File: config.mk
export PLATFORM = sky130hd
export DESIGN_NAME = onchip_ram_loader
export DESIGN_NICKNAME = d
export VERILOG_FILES = /design/src/rtl/j68_mem_pkg.sv /design/src/rtl/loader_pack.sv /design/src/rtl/onchip_ram_loader.sv
export SDC_FILE = /design/constraint.sdc
export NUM_CORES = 1
export LEC_CHECK = 0
export CORE_UTILIZATION = 45
export CTS_CLUSTER_DIAMETER = 80
export DETAILED_ROUTE_END_ITERATION = 8
export PLACE_DENSITY = 0.72
export SETUP_SLACK_MARGIN = 0.05
export SYNTH_ARGS = -nofsm -noshare
export SYNTH_HDL_FRONTEND = slang
export SYNTH_SLANG_ARGS = --single-unit
File: constraint.sdc
create_clock -name clock -period 3.35 [get_ports clock]
set_clock_uncertainty 0.2 [all_clocks]
set_input_delay 0.5025 -clock clock [delete_from_list [all_inputs] [get_ports clock]]
set_output_delay 0.5025 -clock clock [all_outputs]
set_load 0.005 [all_outputs]
File: src/rtl/j68_mem_pkg.sv
// Shared definitions for the on-chip RAM boot loader.
//   loader_state_t : FSM state encoding (VERIFY is only reachable when
//                    LOADER_VERIFY_EN is defined)
//   LANE_*         : RAM byte-enable patterns, bit 1 = data[15:8] (even byte)
//   clamp_len      : limits a requested image length to the RAM size
package j68_mem_pkg;

    typedef enum logic [1:0] {
        ST_IDLE   = 2'd0,
        ST_LOAD   = 2'd1,
        ST_VERIFY = 2'd2,
        ST_DONE   = 2'd3
    } loader_state_t;

    localparam logic [1:0] LANE_HI = 2'b10;
    localparam logic [1:0] LANE_LO = 2'b01;
    localparam logic [1:0] LANE_W  = 2'b11;

    function automatic int unsigned clamp_len(input int unsigned len,
                                              input int unsigned addr_width);
        int unsigned max_len;
        max_len = 32'd1 << addr_width;
        return (len > max_len) ? max_len : len;
    endfunction

endpackage

File: src/rtl/loader_pack.sv
// Byte-to-word packer for the boot loader.
// Big-endian: the even byte of each pair goes to data[15:8]. A write pulse
// is produced the cycle after the odd byte (or a trailing even byte of an
// odd-length image) is accepted. Between writes the address register can be
// loaded with a read address for readback.
// Ports:
//   clock, reset_n     : clock, async active-low reset
//   clear              : restart the byte pointer at 0 (load start)
//   accept, data_in    : byte handshake completed this cycle, and its value
//   last               : the accepted byte is the final byte of the image
//   rd_en, rd_addr     : load a read address when no byte is accepted
//   ram_wren/byteena/address/data : registered RAM write interface
import j68_mem_pkg::*;

module loader_pack #(
    parameter int ADDR_WIDTH = 12
) (
    input  logic                  clock,
    input  logic                  reset_n,
    input  logic                  clear,
    input  logic                  accept,
    input  logic                  last,
    input  logic [7:0]            data_in,
    input  logic                  rd_en,
    input  logic [ADDR_WIDTH-2:0] rd_addr,
    output logic                  ram_wren,
    output logic [1:0]            ram_byteena,
    output logic [ADDR_WIDTH-2:0] ram_address,
    output logic [15:0]           ram_data
);

    localparam logic [ADDR_WIDTH-1:0] PTR_ONE = 1;

    logic [ADDR_WIDTH-1:0] ptr;
    logic [7:0]            stage;

    always_ff @(posedge clock or negedge reset_n) begin
        if (!reset_n) begin
            ptr         <= '0;
            stage       <= '0;
            ram_wren    <= 1'b0;
            ram_byteena <= '0;
            ram_address <= '0;
            ram_data    <= '0;
        end else begin
            // write strobe and lanes are single-cycle
            ram_wren    <= 1'b0;
            ram_byteena <= '0;
            if (clear) begin
                ptr <= '0;
            end else if (accept) begin
                ptr <= ptr + PTR_ONE;
                if (!ptr[0]) begin
                    stage <= data_in;
                    if (last) begin
                        ram_wren    <= 1'b1;
                        ram_byteena <= LANE_HI;
                        ram_address <= ptr[ADDR_WIDTH-1:1];
                        ram_data    <= {data_in, 8'h00};
                    end
                end else begin
                    ram_wren    <= 1'b1;
                    ram_byteena <= LANE_W;
                    ram_address <= ptr[ADDR_WIDTH-1:1];
                    ram_data    <= {stage, data_in};
                end
            end else if (rd_en) begin
                ram_address <= rd_addr;
            end
        end
    end

endmodule

File: src/rtl/onchip_ram_loader.sv
// Boot-time loader for the 16-bit on-chip RAM of the J68 core.
// Takes a big-endian byte stream (valid/ready), writes it from word 0 and
// holds the CPU in reset until the image is in place. Keeps a 16-bit
// additive checksum of the image.
// Optional build macro: LOADER_VERIFY_EN adds a readback pass that sums the
// written lanes and flags a mismatch against the checksum on 'error'.
// Ports:
//   clock, reset_n          : clock, async active-low reset
//   start, length           : load request (IDLE only) and image size in bytes
//   s_valid, s_data, s_ready: byte stream handshake
//   ram_wren/byteena/address/data, ram_q : single-port RAM interface
//   busy, cpu_hold, done    : status, CPU reset request, completion pulse
//   checksum, error         : image sum mod 2^16, readback mismatch
//
// state     | meaning
// ----------+---------------------------------------------------------
// ST_IDLE   | waiting for start
// ST_LOAD   | accepting bytes, writing words
// ST_VERIFY | reading back written words (LOADER_VERIFY_EN only)
// ST_DONE   | one cycle; done pulses on the following cycle
import j68_mem_pkg::*;

module onchip_ram_loader #(
    parameter int ADDR_WIDTH = 12
) (
    input  logic                  clock,
    input  logic                  reset_n,
    input  logic                  start,
    input  logic [ADDR_WIDTH:0]   length,
    input  logic                  s_valid,
    input  logic [7:0]            s_data,
    output logic                  s_ready,
    output logic                  ram_wren,
    output logic [1:0]            ram_byteena,
    output logic [ADDR_WIDTH-2:0] ram_address,
    output logic [15:0]           ram_data,
    input  logic [15:0]           ram_q,
    output logic                  busy,
    output logic                  cpu_hold,
    output logic                  done,
    output logic [15:0]           checksum,
    output logic                  error
);

    localparam logic [ADDR_WIDTH:0] REM_ONE = 1;

`ifdef LOADER_VERIFY_EN
    localparam loader_state_t LOAD_EXIT = ST_VERIFY;
`else
    localparam loader_state_t LOAD_EXIT = ST_DONE;
`endif

    loader_state_t         state, next_state;
    logic [ADDR_WIDTH:0]   remaining;
    logic [ADDR_WIDTH:0]   len_clamped;
    logic                  start_ok;
    logic                  accept;
    logic                  last_byte;
    logic                  verify_done;
    logic                  rd_en;
    logic [ADDR_WIDTH-2:0] rd_addr;
    logic                  busy_nx;
    logic                  done_nx;

    assign len_clamped = (ADDR_WIDTH+1)'(clamp_len(32'(length), ADDR_WIDTH));
    assign start_ok    = (state == ST_IDLE) && start;
    assign s_ready     = (state == ST_LOAD) && (remaining != '0);
    assign accept      = s_valid && s_ready;
    assign last_byte   = accept && (remaining == REM_ONE);

    always_ff @(posedge clock or negedge reset_n) begin
        if (!reset_n) state <= ST_IDLE;
        else          state <= next_state;
    end

    always_comb begin
        next_state = state;
        case (state)
            ST_IDLE:   if (start) next_state = (len_clamped == '0) ? ST_DONE : ST_LOAD;
            ST_LOAD:   if (last_byte) next_state = LOAD_EXIT;
            ST_VERIFY: if (verify_done) next_state = ST_DONE;
            ST_DONE:   next_state = ST_IDLE;
            default:   next_state = ST_IDLE;
        endcase
    end

    always_comb begin
        busy_nx = (next_state != ST_IDLE);
        done_nx = (state == ST_DONE);
    end

    always_ff @(posedge clock or negedge reset_n) begin
        if (!reset_n) begin
            busy     <= 1'b0;
            done     <= 1'b0;
            cpu_hold <= 1'b1;
        end else begin
            busy <= busy_nx;
            done <= done_nx;
            if (start_ok)     cpu_hold <= 1'b1;
            else if (done_nx) cpu_hold <= 1'b0;
        end
    end

    always_ff @(posedge clock or negedge reset_n) begin
        if (!reset_n) begin
            remaining <= '0;
            checksum  <= '0;
        end else if (start_ok) begin
            remaining <= len_clamped;
            checksum  <= '0;
        end else if (accept) begin
            remaining <= remaining - REM_ONE;
            checksum  <= checksum + {8'h00, s_data};
        end
    end

    loader_pack #(.ADDR_WIDTH(ADDR_WIDTH)) u_pack (
        .clock       (clock),
        .reset_n     (reset_n),
        .clear       (start_ok),
        .accept      (accept),
        .last        (last_byte),
        .data_in     (s_data),
        .rd_en       (rd_en),
        .rd_addr     (rd_addr),
        .ram_wren    (ram_wren),
        .ram_byteena (ram_byteena),
        .ram_address (ram_address),
        .ram_data    (ram_data)
    );

`ifdef LOADER_VERIFY_EN
    localparam logic [ADDR_WIDTH-1:0] WORD_ONE = 1;

    logic [ADDR_WIDTH:0]   len_q;
    logic [ADDR_WIDTH-1:0] words;
    logic [ADDR_WIDTH-1:0] issued;
    logic                  issue_last;
    logic                  addr_vld, addr_last;
    logic                  q_vld, q_last;
    logic [15:0]           vsum, lane_sum, vsum_next;

    assign words      = len_q[ADDR_WIDTH:1] + {{(ADDR_WIDTH-1){1'b0}}, len_q[0]};
    assign issue_last = (issued == words - WORD_ONE);
    assign rd_en      = (state == ST_VERIFY) && (issued != words);
    assign rd_addr    = issued[ADDR_WIDTH-2:0];
    // Leave VERIFY as the last address goes out; its data is summed while
    // in DONE so error settles on the same edge that raises done.
    assign verify_done = addr_vld && addr_last;
    // trailing word of an odd-length image only has its upper lane written
    assign lane_sum  = {8'h00, ram_q[15:8]} +
                       ((q_last && len_q[0]) ? 16'h0000 : {8'h00, ram_q[7:0]});
    assign vsum_next = vsum + lane_sum;

    always_ff @(posedge clock or negedge reset_n) begin
        if (!reset_n) begin
            len_q     <= '0;
            issued    <= '0;
            addr_vld  <= 1'b0;
            addr_last <= 1'b0;
            q_vld     <= 1'b0;
            q_last    <= 1'b0;
            vsum      <= '0;
            error     <= 1'b0;
        end else if (start_ok) begin
            len_q     <= len_clamped;
            issued    <= '0;
            addr_vld  <= 1'b0;
            addr_last <= 1'b0;
            q_vld     <= 1'b0;
            q_last    <= 1'b0;
            vsum      <= '0;
            error     <= 1'b0;
        end else begin
            addr_vld  <= rd_en;
            addr_last <= rd_en && issue_last;
            q_vld     <= addr_vld;
            q_last    <= addr_last;
            if (rd_en) issued <= issued + WORD_ONE;
            if (q_vld) vsum <= vsum_next;
            if (q_vld && q_last && (vsum_next != checksum)) error <= 1'b1;
        end
    end
`else
    logic unused_q;

    assign unused_q    = ^ram_q;
    assign rd_en       = 1'b0;
    assign rd_addr     = '0;
    assign verify_done = 1'b0;
    assign error       = 1'b0;
`endif

endmodule

Word-level counts from Yosys, hierarchy flattened
Index checks and enable logic that the tools add are counted. Widths: inputs -> output; s select.

$add $sub $neg: 3. Multiply operators: 0. Div/mod/pow operators: 0. $lt $le $gt $ge: 1. Equal/unequal tests: 4. Shifts and indexed selects: 0. Muxes and demuxes: 25. Bitwise operators: 2. Reduce and logical (&&, ||, !) cells: 13.

Operators by type and width (count): $mux 16 (4); $mux 13 (3); $mux 12 (2); $mux 11 (2); $add 16x8->16 (1); $mux 2 (7); $eq 13x1->1 const B (1); $gt 13x13->1 const B (1); $logic_not 13->1 (1); $reduce_bool 13->1 (1); $sub 13x1->13 const B (1); $add 12x1->12 const B (1); $pmux 2 s4 (1); $reduce_bool 2->1 (4); $mux 1 (6); $reduce_and 3->1 (2); $eq 2x2->1 const B (2); $logic_and 1x1->1 (4); $eq 2x1->1 const B (1); $logic_not 2->1 (1); $not 1->1 (2).

Register bits: 84. Bits in latches: 0. Memory bits (writable): 0. Bits in read-only memories: 0. Input port bits: 41. Output and inout port bits: 51. Memories: 0.

Depth between registers and ports, before layout
Depth after elaboration: 8. Gate-level depth with buffers: 8.

By module
Synthesis repeated with hierarchy kept, for this count alone.

Cell total of the unflattened synthesis: 397. Area, all modules: 4219.0 µm².

Modules (own cells, without submodules): loader_pack (times used 1, cells an instance 173, area an instance 2180.8 µm², seq. area each 1226.2 µm²); onchip_ram_loader (times used 1, cells an instance 224, area an instance 2038.2 µm², seq. area each 852.1 µm²).

Worst setup path after synthesis
OpenSTA, ideal clock, no wires.

Kind: reg2reg. From: register remaining[8]. To: register u_pack.ram_address[10]. Setup time: 125 ps. Arrival: 2209 ps. Data required time: 3025 ps. Setup slack: 816 ps. Stages on the path, launching flop included: 7. Path buffers: 1. Clock period less this slack: 2534 ps. Cells stage by stage: dfrtp_1 -> nor4_4 -> nand2_2 -> or4_4 -> a21oi_4 -> buf_8 -> mux2_4.

Word-level cells in the longest chain between the ends: 6. Elaborated cells on any way between the ends: 7. Classes of those cells: eq/ne (1); reduce/logical (6).

Ends and longest elaborated chain: start: declaration (RTL line onchip_ram_loader.sv:54) `logic [ADDR_WIDTH:0] remaining;`; start signal: assignment (RTL line onchip_ram_loader.sv:110) `remaining <= len_clamped;`; start signal: assignment (RTL line onchip_ram_loader.sv:113) `remaining <= remaining - REM_ONE;`; $reduce_bool 13->1 (RTL line onchip_ram_loader.sv:67) `assign s_ready = (state == ST_LOAD) && (remaining != '0);`; $logic_and 1x1->1 (RTL line onchip_ram_loader.sv:67); $logic_and 1x1->1 (RTL line onchip_ram_loader.sv:68) `assign accept = s_valid && s_ready;`; $logic_and 1x1->1 (RTL line onchip_ram_loader.sv:69) `assign last_byte = accept && (remaining == REM_ONE);`; $reduce_bool 2->1 (no source line); $reduce_and 3->1 (no source line) *; end signal: assignment (RTL line loader_pack.sv:58) `ram_address <= ptr[ADDR_WIDTH-1:1];`; end signal: assignment (RTL line loader_pack.sv:64) `ram_address <= ptr[ADDR_WIDTH-1:1];`; end signal: assignment (RTL line loader_pack.sv:68) `ram_address <= rd_addr;`; end: declaration (RTL line loader_pack.sv:28) `output logic [ADDR_WIDTH-2:0] ram_address,`.

Every way passes the cells marked *; elsewhere a longest branch is shown, timed or not. A chain may end at the register's enable or synchronous reset.

Final worst setup path
From: input s_data[0]. To: register checksum[14].

Word-level cells in the longest chain between the ends: 3.

Ends and longest elaborated chain: start: declaration (RTL line onchip_ram_loader.sv:31) `input logic [7:0] s_data,`; $add 16x8->16 (RTL line onchip_ram_loader.sv:114) `checksum <= checksum + {8'h00, s_data};`; $mux 16 (RTL line onchip_ram_loader.sv:112) `end else if (accept) begin`; $mux 16 (RTL line onchip_ram_loader.sv:109) `end else if (start_ok) begin`; end signal: assignment (RTL line onchip_ram_loader.sv:114); end: declaration (RTL line onchip_ram_loader.sv:41) `output logic [15:0] checksum,`.

No other way between the ends. The select of a mux whose other input is x is not followed.

==> summary.txt <==
Status -> finished clean
Worst-skew pair later-pin latency -> 0.35 ns
Worst setup SP type -> input port
CTS resizes -> 0
Primary FF master, synth -> dfrtp_1
Total negative slack -> 0 ns
Routed wire length -> 9.343 mm
Yosys reg bits -> 83
Vias in the first global route -> 3316
CTS H-Tree Depth -> 3
Post-DP HPWL -> 6.529 mm
Most frequent cells in the layout -> dfrtp_1, clkdlybuf4s50_1, nor2_1, nand3_1, o21ai_0
CTS max path bufs -> 2
Post-synthesis cell area -> 4224 um^2
Worst-Margin Slew -> 1.044 ns
Yosys top cell area share -> 0.4858
CP startpoint -> s_data[0]
DR iter-0 viols -> 210
Post-CTS Setup Inserts -> 0
Final hold vios -> 0
Via/cell ratio -> 5.502
WP buf/inv -> 2
Setup Crit Path Kind -> in -> reg
Top cells by area, synth -> dfrtp_1, mux2_2, nand3_1
Sequential cell area fraction in the yosys report -> 0.4920
Cts hold-fix bufs -> 0
CTS buffer count -> 9
CP Cell Sequence -> clkdlybuf4s50_1 > ha_1 > inv_1 > fa_1 > nor2b_1 > o31a_1 > o211ai_1 > or3_1 > a21oi_1
Fin crit period -> 2.885 ns
WP data arrival -> 2.97 ns
Die width -> 98.89 um
FMAX -> 346.6 MHz
Overflow after GRT -> 0
Final ANT Viol Nets -> 0
First-pass GRT wire length -> 16.16 mm
Cells after DPL -> 570
Final Cycle Share -> 0.8613
Filler-free cell count of the finished design -> 586
Clk sink count -> 83
Largest net degree at the start of global routing -> 84
Largest family of logic cells by synthesized area -> simple AND/OR/NAND/NOR gates
Port bufs -> 74
Slowest library cell on the worst path -> clkdlybuf4s50_1
Core area -> 8891 um^2
Total power -> 4.262 mW
Initial Utilization -> 0.4751
I/O Pins -> 92
Layout Nets -> 526
Unique masters post-synth -> 55
Worst EP required -> 3.43 ns
Syn_nets -> 450
Worst Hold Class -> in -> async
Simple-gate portion of the synthesized area -> 0.1656
Cells after synthesis -> 397
EDFF count, synth -> 0
Mux contribution to synthesized area -> 0.1043
Fraction of registers with async set/reset -> 1.000
Compound-Gate Fraction of Synth Area -> 0.1214
DR pass1 iterations -> 4
Power Density -> 811.6 nW/um^2
Final setup viols -> 0
Peak VDD IR -> 338.8 uV
All-Layer GR Usage -> 0.2099
Static Leak -> 2.221 nW
Unrepaired setup endpoints after global routing -> false
DIE HEIGHT -> 98.89 um
Reg2Reg Setup Slack -> 0.56 ns
Vias -> 3224
Synth warn -> 0
CTS tree -> built
Crit path max fanout -> 8
Crit path max-delay family -> simple AND/OR/NAND/NOR gates
P&R area growth vs syn -> 24.32%
Finished Core Util -> 0.5906
Pins Over Slew Limit -> 0
Syn_area_per_cell -> 10.64 um^2
Synth Area in XOR/XNOR -> 0.03940
# diodes -> 0
Post-Synth Adder-Cell Area -> 0.03732
Fill cells -> 745
Relative slew slack -> 0.3040
Die ar. -> 9778 um^2
Hold Slack -> 0.1244 ns
Max Cap Viol -> 0
Root buf cell -> clkbuf_8
Worst r2r src -> remaining[8]
Gpl congestion -> 0.9008
Fraction of layout cells with a size suffix above 1 -> 0.1402
CTS clk-pin slew, worst paths -> 0.09 ns
DRC Markers -> 0
Most common cell after layout, fill and taps aside -> dfrtp_1
Crit end category -> register
Initial antenna violation count -> 0
Row Count -> 34
Max stage delay on crit path -> 0.53 ns
WL/cell -> 15.94 um
Area leader, netlist -> dfrtp_1
## per-layer routing
layer / up-vias / global-route usage / wire length [um]
li1: 1577 / - / -
met1: 1561 / 0.2855 / 4428
met2: 72 / 0.3357 / 4406
met3: 14 / 0.04255 / 348
met4: 0 / 0.07118 / 159
met5: - / 0 / 0
## flip-flops by register name (all words and copies together), names as in the netlist
signal              cells
done                    1
u_pack.ram_data        16
u_pack.ram_byteena      2
u_pack.ram_address     11
u_pack.ptr             12
state                   2
checksum               16
cpu_hold                1
busy                    1
remaining              13
u_pack.stage            8
## synthesized netlist by cell type, drive strengths merged (5+ instances only)
cell type,n
nor3,7
xor2,16
o31ai,7
dfrtp,82
nand3b,7
clkbuf,13
a21oi,7
nand2,20
nand3,31
nor4,7
o21ai,29
inv,20
nor2,31
nand4,8
mux2,34
o211ai,9
and2,5
ha,11
## cell type report
class                      instances  area [um^2]  share of cell area
tap                              108        135.1             0.02573
clock inverter                     6        48.80            0.009292
timing repair buffer              82        798.3              0.1520
clock buffer                      10        127.6             0.02430
multi-input combinational        277         1988              0.3786
inverter                          20        75.07             0.01430
sequential                        83         2078              0.3958
## worst paths after layout
path,end,cells past startpoint
max reg2reg,u_pack.ram_address[2],6
max,checksum[14],9
min reg2reg,u_pack.ram_data[14],1
min in group clock,u_pack.ram_data[14],1
min,remaining[8],1
max in group asynchronous,u_pack.ram_data[6],1
## logic make-up after synthesis
kind of cell / after synthesis
DFF: 83
other: 1
buffers and inverters: 37
adders and majority gates: 12
AOI/OAI and AO/OA: 76
and+or+nand+nor: 133
muxes: 36
xor gates and xnor gates: 19
## metrics by stage
step	setup slack [ns]	instance area [um^2]
after floorplan	0.8156	4224
after global placement	0.2386	5075
after detailed placement	0.1406	5075
after CTS	0.4433	5251
after global routing	0.3185	5251
final	0.4646	5251
## where the power goes
group          switching, mW  total, mW  internal [mW]
combinational          0.834       1.88           1.05
sequential             0.318       1.71           1.39
clock                  0.388      0.667          0.279
total                   1.54       4.26           2.72
Power figures use the tool's default switching activity.
